$ cat src/rtl/wave_read_scheduler.sv
// wave_read_scheduler
// Shares the single read port of the oscillator wave BRAM between the
// oscillator lanes, the HDMI visualiser and the debug reader.
//
// A free-running slot counter gives each oscillator lane one slot per frame.
// The last slot of the frame is shared between viz and debug. Every issued
// read carries a tag through a READ_LATENCY-deep pipeline. When the tag
// retires, the BRAM data is steered into the matching holding register and a
// one-cycle valid pulse is raised.
//
// Ports:
//   clk_in, rst_n_in          clock, asynchronous active-low reset
//   osc_is_on_in/index_in     per-lane enable and playback index
//   osc_data_out/valid_out    per-lane held sample and update pulse
//   viz_req_in/index_in       visualiser read request pulse and address
//   viz_data_out/valid_out    visualiser held sample and update pulse
//   debug_req_in/index_in     debug read request pulse and address
//   debug_data_out/valid_out  debug held sample and update pulse
//   load_busy_in              loader owns the BRAM; no reads are issued
//   bram_addr_out/en_out      registered BRAM read address and enable
//   bram_data_in              BRAM read data, READ_LATENCY after the address
//   frame_start_out           high in the cycle after slot 0 is issued
module wave_read_scheduler #(
    parameter int NUM_OSCILLATORS = 4,
    parameter int SAMPLE_WIDTH    = 16,
    parameter int WW_WIDTH        = 18,
    parameter int READ_LATENCY    = 2
) (
    input  logic                                           clk_in,
    input  logic                                           rst_n_in,
    input  logic [NUM_OSCILLATORS-1:0]                     osc_is_on_in,
    input  logic [NUM_OSCILLATORS-1:0][WW_WIDTH-1:0]       osc_index_in,
    output logic [NUM_OSCILLATORS-1:0][SAMPLE_WIDTH-1:0]   osc_data_out,
    output logic [NUM_OSCILLATORS-1:0]                     osc_valid_out,
    input  logic                                           viz_req_in,
    input  logic [WW_WIDTH-1:0]                            viz_index_in,
    output logic [SAMPLE_WIDTH-1:0]                        viz_data_out,
    output logic                                           viz_valid_out,
    input  logic                                           debug_req_in,
    input  logic [WW_WIDTH-1:0]                            debug_index_in,
    output logic [SAMPLE_WIDTH-1:0]                        debug_data_out,
    output logic                                           debug_valid_out,
    input  logic                                           load_busy_in,
    output logic [WW_WIDTH-1:0]                            bram_addr_out,
    output logic                                           bram_en_out,
    input  logic [SAMPLE_WIDTH-1:0]                        bram_data_in,
    output logic                                           frame_start_out
);

    localparam int SLOT_W = $clog2(NUM_OSCILLATORS + 1);
    localparam int LANE_W = (NUM_OSCILLATORS > 1) ? $clog2(NUM_OSCILLATORS) : 1;
    localparam logic [SLOT_W-1:0] SHARED_SLOT = SLOT_W'(NUM_OSCILLATORS);

    typedef enum logic [1:0] {
        KIND_OSC = 2'd0,
        KIND_VIZ = 2'd1,
        KIND_DBG = 2'd2
    } kind_t;

    logic [SLOT_W-1:0]   r_slot;
    logic                r_vizPend;
    logic                r_dbgPend;
    logic [WW_WIDTH-1:0] r_vizIdx;
    logic [WW_WIDTH-1:0] r_dbgIdx;
    logic                r_arbViz;

    logic                r_tagValid [READ_LATENCY];
    kind_t               r_tagKind  [READ_LATENCY];
    logic [LANE_W-1:0]   r_tagLane  [READ_LATENCY];

    logic                w_isShared;
    logic                w_grantViz;
    logic                w_grantDbg;
    logic [WW_WIDTH-1:0] w_oscAddr;
    logic [LANE_W-1:0]   w_oscLane;
    logic                w_issueValid;
    logic [WW_WIDTH-1:0] w_issueAddr;
    kind_t               w_issueKind;
    logic [LANE_W-1:0]   w_issueLane;
    logic                w_retValid;
    kind_t               w_retKind;
    logic [LANE_W-1:0]   w_retLane;

    assign w_isShared = (r_slot == SHARED_SLOT);

    // Shared slot: a lone requester always wins; when both wait, the
    // round-robin pointer decides. A busy loader blocks any grant, so the
    // request stays pending and the pointer does not move.
    assign w_grantViz = w_isShared && !load_busy_in && r_vizPend && (!r_dbgPend || r_arbViz);
    assign w_grantDbg = w_isShared && !load_busy_in && r_dbgPend && (!r_vizPend || !r_arbViz);

    // Picks the oscillator lane that owns the current slot. A compare loop is
    // used so the shared slot value never indexes past the lane array.
    always_comb begin
        w_oscAddr = '0;
        w_oscLane = '0;
        for (int i = 0; i < NUM_OSCILLATORS; i++) begin
            if (r_slot == SLOT_W'(i)) begin
                w_oscAddr = osc_index_in[i];
                w_oscLane = LANE_W'(i);
            end
        end
    end

    // Chooses what is launched at this edge: an oscillator read, a viz or
    // debug grant, or nothing.
    always_comb begin
        w_issueValid = 1'b0;
        w_issueAddr  = '0;
        w_issueKind  = KIND_OSC;
        w_issueLane  = '0;
        if (!w_isShared) begin
            w_issueValid = !load_busy_in;
            w_issueAddr  = w_oscAddr;
            w_issueLane  = w_oscLane;
        end else if (w_grantViz) begin
            w_issueValid = 1'b1;
            w_issueAddr  = r_vizIdx;
            w_issueKind  = KIND_VIZ;
        end else if (w_grantDbg) begin
            w_issueValid = 1'b1;
            w_issueAddr  = r_dbgIdx;
            w_issueKind  = KIND_DBG;
        end
    end

    // The slot counter free-runs regardless of the loader so the frame
    // timing seen by the oscillators never drifts.
    always_ff @(posedge clk_in or negedge rst_n_in) begin
        if (!rst_n_in) begin
            r_slot          <= '0;
            bram_addr_out   <= '0;
            bram_en_out     <= 1'b0;
            frame_start_out <= 1'b0;
        end else begin
            r_slot          <= w_isShared ? '0 : r_slot + SLOT_W'(1);
            bram_addr_out   <= w_issueAddr;
            bram_en_out     <= w_issueValid;
            frame_start_out <= (r_slot == '0);
        end
    end

    // A request arriving in the same cycle as its grant is a fresh request,
    // so the set takes priority over the clear.
    always_ff @(posedge clk_in or negedge rst_n_in) begin
        if (!rst_n_in) begin
            r_vizPend <= 1'b0;
            r_dbgPend <= 1'b0;
            r_vizIdx  <= '0;
            r_dbgIdx  <= '0;
            r_arbViz  <= 1'b1;
        end else begin
            if (viz_req_in) begin
                r_vizPend <= 1'b1;
                r_vizIdx  <= viz_index_in;
            end else if (w_grantViz) begin
                r_vizPend <= 1'b0;
            end
            if (debug_req_in) begin
                r_dbgPend <= 1'b1;
                r_dbgIdx  <= debug_index_in;
            end else if (w_grantDbg) begin
                r_dbgPend <= 1'b0;
            end
            if ((w_grantViz || w_grantDbg) && r_vizPend && r_dbgPend) begin
                r_arbViz <= ~r_arbViz;
            end
        end
    end

    // Tag pipeline mirroring the BRAM read latency; stage 0 holds the read
    // launched at the most recent edge.
    always_ff @(posedge clk_in or negedge rst_n_in) begin
        if (!rst_n_in) begin
            for (int i = 0; i < READ_LATENCY; i++) begin
                r_tagValid[i] <= 1'b0;
                r_tagKind[i]  <= KIND_OSC;
                r_tagLane[i]  <= '0;
            end
        end else begin
            for (int i = READ_LATENCY - 1; i > 0; i--) begin
                r_tagValid[i] <= r_tagValid[i-1];
                r_tagKind[i]  <= r_tagKind[i-1];
                r_tagLane[i]  <= r_tagLane[i-1];
            end
            r_tagValid[0] <= w_issueValid;
            r_tagKind[0]  <= w_issueKind;
            r_tagLane[0]  <= w_issueLane;
        end
    end

    assign w_retValid = r_tagValid[READ_LATENCY-1];
    assign w_retKind  = r_tagKind[READ_LATENCY-1];
    assign w_retLane  = r_tagLane[READ_LATENCY-1];

    // Retiring tag steers the BRAM data to its owner. A lane that has been
    // switched off gets silence but still sees its update pulse.
    always_ff @(posedge clk_in or negedge rst_n_in) begin
        if (!rst_n_in) begin
            osc_data_out    <= '0;
            osc_valid_out   <= '0;
            viz_data_out    <= '0;
            viz_valid_out   <= 1'b0;
            debug_data_out  <= '0;
            debug_valid_out <= 1'b0;
        end else begin
            osc_valid_out   <= '0;
            viz_valid_out   <= 1'b0;
            debug_valid_out <= 1'b0;
            if (w_retValid) begin
                case (w_retKind)
                    KIND_VIZ: begin
                        viz_data_out  <= bram_data_in;
                        viz_valid_out <= 1'b1;
                    end
                    KIND_DBG: begin
                        debug_data_out  <= bram_data_in;
                        debug_valid_out <= 1'b1;
                    end
                    default: begin
                        for (int i = 0; i < NUM_OSCILLATORS; i++) begin
                            if (w_retLane == LANE_W'(i)) begin
                                osc_data_out[i]  <= osc_is_on_in[i] ? bram_data_in : '0;
                                osc_valid_out[i] <= 1'b1;
                            end
                        end
                    end
                endcase
            end
        end
    end

endmodule

$ cat config.mk
export PLATFORM = sky130hd
export DESIGN_NAME = wave_read_scheduler
export DESIGN_NICKNAME = d
export VERILOG_FILES = /design/src/rtl/wave_read_scheduler.sv
export SDC_FILE = /design/constraint.sdc
export NUM_CORES = 1
export LEC_CHECK = 0
export ABC_AREA = 1
export BUFFER_PORTS_ARGS = -buffer_cell sky130_fd_sc_hd__buf_2
export CAP_MARGIN = 20
export CORE_MARGIN = 4
export CORE_UTILIZATION = 45
export CTS_BUF_LIST = sky130_fd_sc_hd__clkbuf_8
export DETAILED_ROUTE_END_ITERATION = 8
export PLACE_DENSITY_LB_ADDON = 0.1
export SLEW_MARGIN = 20
export SYNTH_ARGS = -nofsm -noshare
export SYNTH_HDL_FRONTEND = slang
export SYNTH_SLANG_ARGS = --single-unit
$ cat constraint.sdc
create_clock -name clk_in -period 3.26 [get_ports clk_in]
set_input_delay 0.326 -clock clk_in [delete_from_list [all_inputs] [get_ports clk_in]]
set_output_delay 0.326 -clock clk_in [all_outputs]
set_load 0.05 [all_outputs]
== After elaboration in Yosys (flattened, before gate mapping) ==
Cells that the tools add are included.

* Flip-flop bits (word level): 173

* Add/sub/neg operators: 1
* Eq/ne operators: 9
* Muxes and demuxes: 36
* Bitwise operators: 2
* Reduce and logical (&&, ||, !) cells: 25

{| class="wikitable"
|+ Operators by type and width
! operator !! number
|-
| $mux W18 || 7
|-
| $mux W16 || 4
|-
| $mux W1 || 16
|-
| $mux W2 || 6
|-
| $reduce_and A3 Y1 || 4
|-
| $mux W4 || 2
|-
| $logic_and A1 B1 Y1 || 7
|-
| $eq A2 B2 Y1 const B || 3
|-
| $eq A3 B2 Y1 const B || 2
|-
| $eq A2 B1 Y1 const B || 2
|-
| $logic_not A1 Y1 || 4
|-
| $reduce_and A2 Y1 || 2
|-
| $reduce_bool A2 Y1 || 2
|-
| $add A3 B1 Y3 const B || 1
|-
| $eq A3 B1 Y1 const B || 1
|-
| $eq A3 B3 Y1 const B || 1
|-
| $logic_not A3 Y1 || 1
|-
| $logic_or A1 B1 Y1 || 3
|-
| $mux W3 || 1
|-
| $logic_not A2 Y1 || 1
|-
| $not A1 Y1 || 2
|-
| $reduce_or A2 Y1 || 1
|}

== Longest topological paths before layout ==
Gate-level depths: netlist of run 1.

* Word-level depth: 7
* Depth in mapped cells: 11

== Worst setup path after synthesis of run 1 ==
OpenSTA, ideal clock, no wires.

* Kind: flip-flop to flip-flop
* Start: reg r_slot[2]
* End: reg bram_addr_out[10]
* Setup time: 116 ps
* Arrival time: 1,657 ps
* Data required time: 3,144 ps
* Setup slack: 1,487 ps
* Cell stages (with the launch flop): 12
* Clock period less this slack: 1,773 ps
* Path through: dfrtp_1 > inv_1 > buf_2 > buf_2 > ha_1 > clkinv_1 > buf_1 > nand2_1 > inv_1 > nand2_1 > nand2_1 > nand2_1

* Cells in the longest elaborated chain, start to end: 7

{| class="wikitable"
|+ Ends and longest elaborated chain
! what !! line !! source
|-
| start: declaration || 60 || <nowiki>logic [SLOT_W-1:0] r_slot;</nowiki>
|-
| start signal: assignment || 136 || <nowiki>r_slot <= w_isShared ? '0 : r_slot + SLOT_W'(1);</nowiki>
|-
| $eq A3 B3 Y1 || 84 || <nowiki>assign w_isShared = (r_slot == SHARED_SLOT);</nowiki>
|-
| $logic_and A1 B1 Y1 || 89, 90 ||
|-
| $logic_and A1 B1 Y1 (2 in a row) || 90 || <nowiki>assign w_grantDbg = w_isShared && !load_busy_in && r_dbgPend && (!r_vizPend || !r_arbViz);</nowiki>
|-
| $mux W18 || 120 || <nowiki>end else if (w_grantDbg) begin</nowiki>
|-
| $mux W18 || 116 || <nowiki>end else if (w_grantViz) begin</nowiki>
|-
| $mux W18 (*) || 112 || <nowiki>if (!w_isShared) begin</nowiki>
|-
| via w_issueAddr[10] || 77 || <nowiki>logic [WW_WIDTH-1:0] w_issueAddr;</nowiki>
|-
| end signal: assignment || 137 || <nowiki>bram_addr_out <= w_issueAddr;</nowiki>
|-
| end: declaration || 44 || <nowiki>output logic [WW_WIDTH-1:0] bram_addr_out,</nowiki>
|}

The timed path passes the listed nets; every way through them passes the cells marked *.
A chain may end at the register's enable or synchronous reset.

== Worst setup path in the final report of run 1 ==
* Start: reg r_slot[1]
* End: reg bram_addr_out[8]

The elaborated chain is that of the path after synthesis.

==> flow_metrics.py, run 1 <==
metrics = {
    "grt": {
        "grt_pass1_vias": 6709,
        "grt_usage_pct": 23.1,
        "grt_pass1_wl_um": 35800,
        "grt-ovfl-total": 0,
        "grt_max_degree": 83,
        "antenna_found_initial": 1,
    },
    "yosys": {
        "synth_nets": 1087,
        "synth_warnings": 0,
        "syn_area_per_cell_um2": 8.29,
        "syn-instance-count": 947,
        "ys_seq_elements": 173,
        "synth_seq_area_share_pct": 55.1,
        "synth_area_um2": 7850,
        "yosysUniqueCellTypes": 26,
    },
    "finish": {
        "diodes": 0,
        "utilization_pct": 56.3,
        "area_delta_synth_final_pct": 23.0,
        "final_cell_area_um2": 9660,
        "layout.nets": 1314,
        "stdcell_count": 1410,
        "drive_above_1_share_pct": 27.1,
        "fillerInstances": 1692,
    },
    "timing": {
        "rsz0062_at_grt": "no",
        "finalSetupTns_ns": 0,
        "period_share_pct": 72.0,
        "setup_violations": 0,
        "finalCriticalPeriod_ns": 2.35,
        "fmax_ghz": 0.426,
        "hold_viol": 0,
        "finalClockSkew_ns": 0.0149,
        "slew_violations": 0,
        "worst_slew_pin_slew_ns": 0.945,
        "slew_headroom_pct": 36.9,
    },
    "place": {
        "dpl.hpwl_um": 16600,
        "place.gp.congestion": 0.926,
        "portBuffers": 254,
        "post_dp_cell_area_um2": 9240,
        "placedCellCount": 1379,
    },
    "power": {
        "p_leak_nw": 5.50,
        "power_frac_clock_pct": 24.8,
        "power.total_mw": 6.42,
        "p_int_mw": 3.76,
        "pwr-share-seq_pct": 41.7,
        "ir_drop_mv": 0.574,
        "p_sw_share_pct": 41.4,
        "power_switching_mw": 2.65,
        "p_per_area_nw_per_um2": 664,
        "combPwrFrac_pct": 33.5,
    },
    "worst_setup_path": {
        "critPathKind": "reg -> reg",
        "cp_max_fo": 20,
        "worstPathRequired_ns": 3.65,
        "critPathArrivalTime_ns": 2.74,
        "endpoint_kind": "flop",
        "startpoint_type": "flop",
    },
    "routing": {
        "wl_um": 22400,
        "first_pass_iters": 5,
        "drcViolationCount": 0,
        "drtIter0Drc": 435,
        "viasPerCell": 4.92,
        "postRouteAntennaNets": 0,
        "wl_per_cell_um": 15.9,
        "vias": 6944,
    },
    "run_status": {
        "outcome": "finished clean",
    },
    "die": {
        "std_cell_rows": 48,
        "initial_core_util_pct": 45.7,
        "ios": 255,
        "core_um2": 17200,
        "die_w_um": 140,
        "die_h_um": 140,
        "dieArea_um2": 19600,
    },
    "clock_tree": {
        "root_buffer": "clkbuf_8",
        "htreeDepth": 4,
        "cts_buffers": 17,
        "clk_pin_slew_ns": 0.10,
        "cts_tree": "built",
        "clk_latency_ns": 0.45,
        "cts.sinks": 173,
        "cts_buffer_depth": 2,
        "post_cts_resized": 0,
    },
    "flow_run": {
        "max-cap-violations": 0,
    },
    "worst_hold_path": {
        "hold_class": "in -> reg",
    },
}
==> registers in the layout, summed over array words and instances, names as in the netlist <==
name and flops:
osc_data_out 64, bram_addr_out 18, r_dbgIdx 18, r_vizIdx 18
debug_data_out 16, viz_data_out 16, osc_valid_out 4, r_slot 3
r_tagKind 2, r_tagLane 2, w_retKind 2, w_retLane 2
debug_valid_out 1, frame_start_out 1, r_arbViz 1, r_dbgPend 1
r_tagValid 1, r_vizPend 1, viz_valid_out 1, w_retValid 1
==> power groups by stage <==
stage	Combinational [mW]	Clock (mW)	Sequential, mW
2_1_floorplan	0.472	0	3.77
3_3_place_gp	2.15	0	2.71
3_5_place_dp	2.17	0	2.72
4_1_cts	2.17	1.64	2.68
5_1_grt	2.30	1.73	2.73
6_report	2.15	1.59	2.68
==> synthesized netlist by cell type (all sizes together) <==
cell type,instances,area [um^2]
nor2,64,263
a21oi,2,10.0
and3,1,6.26
buf,29,164
nand4,18,113
dfstp,1,26.3
o21ai,99,495
dfrtp,172,4300
ha,7,87.6
xor2,1,8.76
nand2,283,1070
and2,1,6.26
mux2,18,203
clkinv,2,7.51
nor3,2,32.5
nand3,103,515
inv,116,435
clkbuf,27,101
a21o,1,7.51
==> logic make-up (layout without fill, tap and decap cells) <==
family	after synthesis	after routing	synth area share [%]
fa+ha+maj	7	7	1.12
flops	173	173	55.1
mux	18	18	2.58
simple gates	472	472	25.5
compound gates	102	102	6.53
xor+xnor	1	1	0.112
buf+inv	174	412	9.02
==> final timing paths <==
path / slack, ns / endpoint / start / depth (start not counted)
setup / recovery: 0.91 / bram_addr_out[8]$_DFF_PN0_ / r_slot[1]$_DFF_PN0_ / 10
min in group asynchronous: 0.51 / viz_data_out[9]$_DFFE_PN0P_ / rst_n_in / 2
hold / removal: 0.07 / r_vizIdx[9]$_DFFE_PN0P_ / viz_index_in[9] / 3
setup reg to reg: 0.91 / bram_addr_out[8]$_DFF_PN0_ / r_slot[1]$_DFF_PN0_ / 10
hold reg to reg: 0.35 / w_retKind[1]$_DFF_PN0_ / r_tagKind[3]$_DFF_PN0_ / 0
max in group asynchronous: 1.98 / osc_data_out[18]$_DFFE_PN0P_ / rst_n_in / 3
==> final cells by class <==
class,count,area [um^2],area share [%]
clock inverters,13,179,1.85
multi-input cells,600,2820,29.1
repair buffers,264,1380,14.3
well taps,225,282,2.91
flip-flops and latches,173,4330,44.8
clock buffers,17,234,2.42
inverters,118,443,4.58
==> placed cells by master, fill, tap and decap left out, types with 6 or more instances in the layout <==
cell / count
dfrtp_1: 172
nand3_1: 103
inv_6: 6
inv_1: 116
buf_4: 7
mux2_2: 18
nor2_1: 59
nand2_1: 281
ha_1: 7
clkbuf_8: 17
buf_2: 253
nand4_1: 18
o21ai_0: 98
==> repair_timing <==
action | 4_1_cts | 5_1_grt
endpoints found under the hold margin | 79 | 0
hold buffers | 1 | 0
setup buffers | 0 | 0
==> metal layers <==
layer  global-route usage, %  wire [um]  up-vias
met5                       0         13        -
met4                    6.32        259        2
met3                    6.11       1880       19
met2                    39.5      11400      251
met1                    29.1       8930     3251
li1                        -          -     3421
==> critical path, cell delays in order (launching register included) <==
cell and delay, ns:
dfrtp_1 0.41, inv_1 0.08, ha_1 0.59, inv_1 0.12
nor2_2 0.60, nand2_1 0.10, nand2_1 0.10, nand2_1 0.05
nand2_1 0.12, nand2_1 0.06, nand2_1 0.06
==> per-stage QoR <==
| stage | setup slack (ns) | hold WS (ns) |
|---|---|---|
| floorplan | 1.49 | 0.0304 |
| global placement | 0.981 | 0.332 |
| detailed placement | 0.920 | 0.335 |
| CTS | 0.909 | 0.0283 |
| global route | 0.701 | 0.0412 |
| finish | 0.914 | 0.0697 |
Note: power is estimated with default switching activity, not from simulation.
==> run 2, diff against run 1 <==
==> constraint.sdc (replaced) <==
create_clock -name clk_in -period 2.1 [get_ports clk_in]
set_input_delay 0.21 -clock clk_in [delete_from_list [all_inputs] [get_ports clk_in]]
set_output_delay 0.21 -clock clk_in [all_outputs]
set_load 0.05 [all_outputs]
==> flow_metrics.py, run 2 (same netlist as run 1, synthesis figures left out) <==
metrics = {
    "run_status": {
        "outcome": "finished, violations left",
        "violations": "DRC",
    },
    "worst_setup_path": {
        "crit_start": "r_slot[0]$_DFF_PN0_",
        "r2r_cells": 9,
        "cp_max_fo": 30,
        "worstReg2RegStart": "r_slot[0]$_DFF_PN0_",
        "critPathKind": "reg -> reg",
        "ff2ff_setup_slack_ns": 0.31,
        "startpoint_type": "flop",
        "reg2reg_to": "bram_addr_out[0]$_DFF_PN0_",
        "crit_path_end": "bram_addr_out[0]$_DFF_PN0_",
        "endpoint_kind": "flop",
        "critPathArrivalTime_ns": 2.19,
        "worstPathRequired_ns": 2.50,
    },
    "die": {
        "die_h_um": 140,
        "initial_core_util_pct": 45.7,
        "ios": 255,
        "core_um2": 17200,
        "std_cell_rows": 48,
        "die_w_um": 140,
        "dieArea_um2": 19600,
    },
    "place": {
        "post_dp_cell_area_um2": 9360,
        "portBuffers": 254,
        "place.gp.congestion": 0.842,
        "placedCellCount": 1395,
        "dpl.hpwl_um": 16400,
    },
    "grt": {
        "grt_pass1_wl_um": 35900,
        "grt_pass1_vias": 6886,
        "grt_max_degree": 52,
        "antenna_found_initial": 1,
        "grt_usage_pct": 23.1,
        "grt-ovfl-total": 0,
    },
    "finish": {
        "layout.nets": 1367,
        "final_common_cell": "nand2_1",
        "final_cell_area_um2": 10100,
        "stdcell_count": 1466,
        "multiInputGateArea_um2": 2820,
        "regMostFlops": "osc_data_out",
        "drive_above_1_share_pct": 27.3,
        "fillerInstances": 1599,
        "largest_reg_flops": 64,
        "seqCellArea_um2": 4330,
        "area_delta_synth_final_pct": 29.1,
        "most-common-layout-cells": "281 x nand2_1, 253 x buf_2, 172 x dfrtp_1",
    },
    "power": {
        "ir_drop_mv": 0.949,
        "p_leak_nw": 5.72,
        "p_per_area_nw_per_um2": 973,
    },
    "routing": {
        "viasPerCell": 4.79,
        "drcViolationCount": 1,
        "drtIter0Drc": 404,
        "first_pass_iters": 7,
        "wl_per_cell_um": 15.2,
        "wl_um": 22300,
        "postRouteAntennaNets": 0,
        "vias": 7017,
    },
    "clock_tree": {
        "cts_buffers": 17,
        "clk_latency_ns": 0.46,
        "cts_buffer_depth": 2,
        "cts_setup_buffers": 0,
        "clk_pin_slew_ns": 0.10,
        "cts_tree": "built",
        "cts.sinks": 173,
        "htreeDepth": 4,
        "root_buffer": "clkbuf_8",
    },
    "timing": {
        "hold_viol": 0,
        "slew_violations": 0,
        "worst_slew_pin_slew_ns": 0.652,
        "fmax_ghz": 0.559,
        "rsz0062_at_grt": "no",
        "setup_violations": 0,
        "slew_headroom_pct": 56.5,
        "finalClockSkew_ns": 0.0149,
        "period_share_pct": 85.2,
        "finalSetupTns_ns": 0,
        "finalCriticalPeriod_ns": 1.79,
    },
    "worst_hold_path": {
        "hold_class": "in -> reg",
    },
    "flow_run": {
        "max-cap-violations": 0,
    },
}
run 2: layer usage:
metal	part of all wire, %	up-vias	track usage (%)
li1	-	3524	-
met1	41	3206	29.4
met2	49	253	38.3
met3	7.8	32	6.49
met4	1.9	2	7.29
met5	0.058	-	0
run 2: what timing repair did:
item                       in CTS  in global routing
hold endpoints to repair       83                  0
hold buffers                   38                  0
resized for setup               0                  1
setup endpoints to repair       0                  2
run 2: worst min-delay path by stage:
stage                                start                      endpoint  slack, ns  depth (start not counted)
after floorplan                   rst_n_in    bram_addr_out[0]$_DFF_PN0_      -0.09                          0
after global placement            rst_n_in   viz_data_out[9]$_DFFE_PN0P_       0.19                          1
after detailed placement          rst_n_in       viz_valid_out$_DFF_PN0_       0.18                          1
after CTS                 bram_data_in[10]  osc_data_out[42]$_DFFE_PN0P_       0.02                          3
after global routing      bram_data_in[12]  osc_data_out[44]$_DFFE_PN0P_       0.03                          3
final                     bram_data_in[12]  osc_data_out[44]$_DFFE_PN0P_       0.06                          3
run 2: final cells by class:
class | instances | area share (%)
sequential | 173 | 42.7
multi-input combinational | 600 | 27.8
timing repair buffer | 317 | 18.4
inverter | 118 | 4.37
tap | 225 | 2.78
clock buffer | 17 | 2.31
clock inverter | 15 | 1.54
antenna | 1 | 0.0247
run 2: critical path, stage by stage, from the launching register on:
cell and delay (ns):
dfrtp_1 0.43, inv_1 0.11, ha_1 0.20, nand2_2 0.12
nor2_4 0.21, buf_4 0.34, nand4_1 0.13, nand2_1 0.09
inv_1 0.04, nand2_1 0.06
run 2: report_power, final:
group | switching, mW | total [mW] | leakage [nW] | internal, mW
logic | 2.55 | 3.36 | 3.40 | 0.810
registers | 0.293 | 4.18 | 2.12 | 3.88
clock network | 1.35 | 2.33 | 0.198 | 0.985
total | 4.19 | 9.87 | 5.72 | 5.68
run 2: through the flow:
| step | utilization (%) | hold slack, ns | setup slack [ns] | total power, mW |
|---|---|---|---|---|
| 6_report | 59.0 | 0.0563 | 0.311 | 9.87 |
| 5_1_grt | 59.0 | 0.0337 | 0.124 | 10.4 |
| 4_1_cts | 59.0 | 0.0248 | 0.207 | 9.96 |
| 3_5_place_dp | 54.5 | 0.183 | 0.248 | 7.57 |
| 3_3_place_gp | 54.5 | 0.189 | 0.336 | 7.53 |
| 2_1_floorplan | - | -0.0856 | 0.327 | 6.58 |
==> run 3, diff against run 2 <==
--- a/config.mk
+++ b/config.mk
@@ -6,13 +6,14 @@
 export NUM_CORES = 1
 export LEC_CHECK = 0
 export ABC_AREA = 1
-export BUFFER_PORTS_ARGS = -buffer_cell sky130_fd_sc_hd__buf_2
 export CAP_MARGIN = 20
 export CORE_MARGIN = 4
 export CORE_UTILIZATION = 45
 export CTS_BUF_LIST = sky130_fd_sc_hd__clkbuf_8
 export DETAILED_ROUTE_END_ITERATION = 8
+export DONT_BUFFER_PORTS = 1
 export PLACE_DENSITY_LB_ADDON = 0.1
+export RECOVER_POWER = 25
 export SLEW_MARGIN = 20
 export SYNTH_ARGS = -nofsm -noshare
 export SYNTH_HDL_FRONTEND = slang
==> flow_metrics.py, run 3 (same netlist as run 1, synthesis figures left out) <==
metrics = {
    "timing": {
        "worst_slew_pin_slew_ns": 0.906,
        "rsz0062_at_grt": "no",
        "period_share_pct": 79.4,
        "slew_headroom_pct": 39.4,
        "slew_violations": 0,
        "setup_violations": 0,
        "hold_ws_ns": -0.556,
        "finalSetupTns_ns": 0,
        "finalClockSkew_ns": 0.0129,
        "hold_viol": 173,
        "finalCriticalPeriod_ns": 1.67,
        "fmax_ghz": 0.600,
    },
    "worst_hold_path": {
        "hold_class": "in -> async",
    },
    "routing": {
        "drtIter0Drc": 321,
        "wl_um": 22500,
        "wl_per_cell_um": 18.0,
        "drcViolationCount": 0,
        "postRouteAntennaNets": 0,
        "first_pass_iters": 5,
        "viasPerCell": 5.06,
        "vias": 6289,
    },
    "worst_setup_path": {
        "critPathKind": "reg -> reg",
        "critPathArrivalTime_ns": 2.03,
        "startpoint_type": "flop",
        "worstPathRequired_ns": 2.46,
        "endpoint_kind": "flop",
        "cp_max_fo": 33,
    },
    "clock_tree": {
        "post_cts_resized": 0,
        "cts.sinks": 173,
        "clk_pin_slew_ns": 0.09,
        "cts_buffer_depth": 2,
        "root_buffer": "clkbuf_8",
        "cts_tree": "built",
        "htreeDepth": 4,
        "clk_latency_ns": 0.45,
        "cts_buffers": 17,
        "hold_buffers": 73,
        "cts_setup_buffers": 0,
    },
    "die": {
        "die_w_um": 140,
        "ios": 255,
        "core_um2": 17200,
        "std_cell_rows": 48,
        "initial_core_util_pct": 45.7,
        "die_h_um": 140,
        "dieArea_um2": 19600,
    },
    "power": {
        "p_per_area_nw_per_um2": 1030,
        "ir_drop_mv": 0.674,
        "p_leak_nw": 4.78,
    },
    "finish": {
        "most-common-layout-cells": "281 x nand2_1, 172 x dfrtp_1, 116 x inv_1",
        "layout.nets": 1146,
        "utilization_pct": 53.5,
        "area_delta_synth_final_pct": 17.0,
        "largest_reg_flops": 64,
        "drive_above_1_share_pct": 7.96,
        "final_common_cell": "nand2_1",
        "regMostFlops": "osc_data_out",
    },
    "place": {
        "portBuffers": 0,
        "dpl.hpwl_um": 15400,
        "place.gp.congestion": 0.876,
    },
    "grt": {
        "grt_pass1_vias": 6377,
        "grt_max_degree": 174,
        "grt_usage_pct": 23.0,
        "grt-ovfl-total": 0,
        "grt_pass1_wl_um": 35500,
        "antenna_found_initial": 0,
    },
    "run_status": {
        "outcome": "finished, violations left",
        "violations": "hold timing",
    },
    "flow_run": {
        "max-cap-violations": 0,
    },
}
## run 3: changes by cell type in the layout (fill, tap and decap cells not counted), sizes merged
| cell | before | now |
|---|---|---|
| buf | 279 | 22 |
| dlygate4sd3 | 38 | 74 |
| clkbuf | 17 | 19 |
| clkinv | 5 | 3 |
| inv | 125 | 123 |
| bufinv | 1 | 2 |
## run 3: worst max-delay path: stages, from the launching register on
cell     delay [ns]
dfrtp_1        0.36
inv_1          0.05
ha_1           0.28
nand2_2        0.21
nor3_4         0.18
buf_4          0.31
nand3_1        0.10
o21ai_0        0.11
## run 3: worst paths after layout
kind / start / end / slack, ns / depth (start not counted)
worst min-delay path: rst_n_in / viz_data_out[9]$_DFFE_PN0P_ / -0.56 / 0
max in group asynchronous: rst_n_in / r_arbViz$_DFFE_PN1P_ / 2.41 / 0
worst max-delay path: w_retKind[0]$_DFF_PN0_ / osc_data_out[18]$_DFFE_PN0P_ / 0.43 / 7
worst max register to register: w_retKind[0]$_DFF_PN0_ / osc_data_out[18]$_DFFE_PN0P_ / 0.43 / 7
min in group clk_in: osc_index_in[70] / bram_addr_out[16]$_DFF_PN0_ / 0.03 / 4
worst min register to register: r_tagLane[3]$_DFF_PN0_ / w_retLane[1]$_DFF_PN0_ / 0.35 / 0
## run 3: layer usage
layer  vias to the layer above  share of wire [%]  track usage, %
met3                        16                9.2            8.77
met1                      2950                 39            27.0
met2                       237                 51            40.3
li1                       3086                  -               -
met5                         -                  0               0
met4                         0                1.0            5.00
## run 3: layout make-up
type                       count  area (um^2)
antenna                        1         2.50
sequential                   173         4330
clock buffer                  19          262
tap                          225          282
clock inverter                12          150
fill                        1670         7990
timing repair buffer          96          906
inverter                     118          443
multi-input combinational    600         2820
## run 3: where the power goes
part           switching, mW  internal (mW)
Combinational          0.595          0.447
Sequential              2.09           3.85
Clock                   1.29           1.15
## run 3: through the flow
stage | setup slack, ns | cell area [um^2] | total power [mW] | hold WS, ns | cells
6_report | 0.432 | 9190 | 9.43 | -0.556 | 1244
5_1_grt | 0.202 | 9190 | 9.89 | -0.605 | 1243
3_3_place_gp | 0.473 | 8040 | 6.87 | -0.0815 | 1138
3_5_place_dp | 0.428 | 8040 | 6.91 | -0.0817 | 1138
4_1_cts | 0.411 | 9180 | 9.52 | -0.594 | 1242
2_1_floorplan | 0.327 | 7850 | 6.58 | -0.0856 | 947
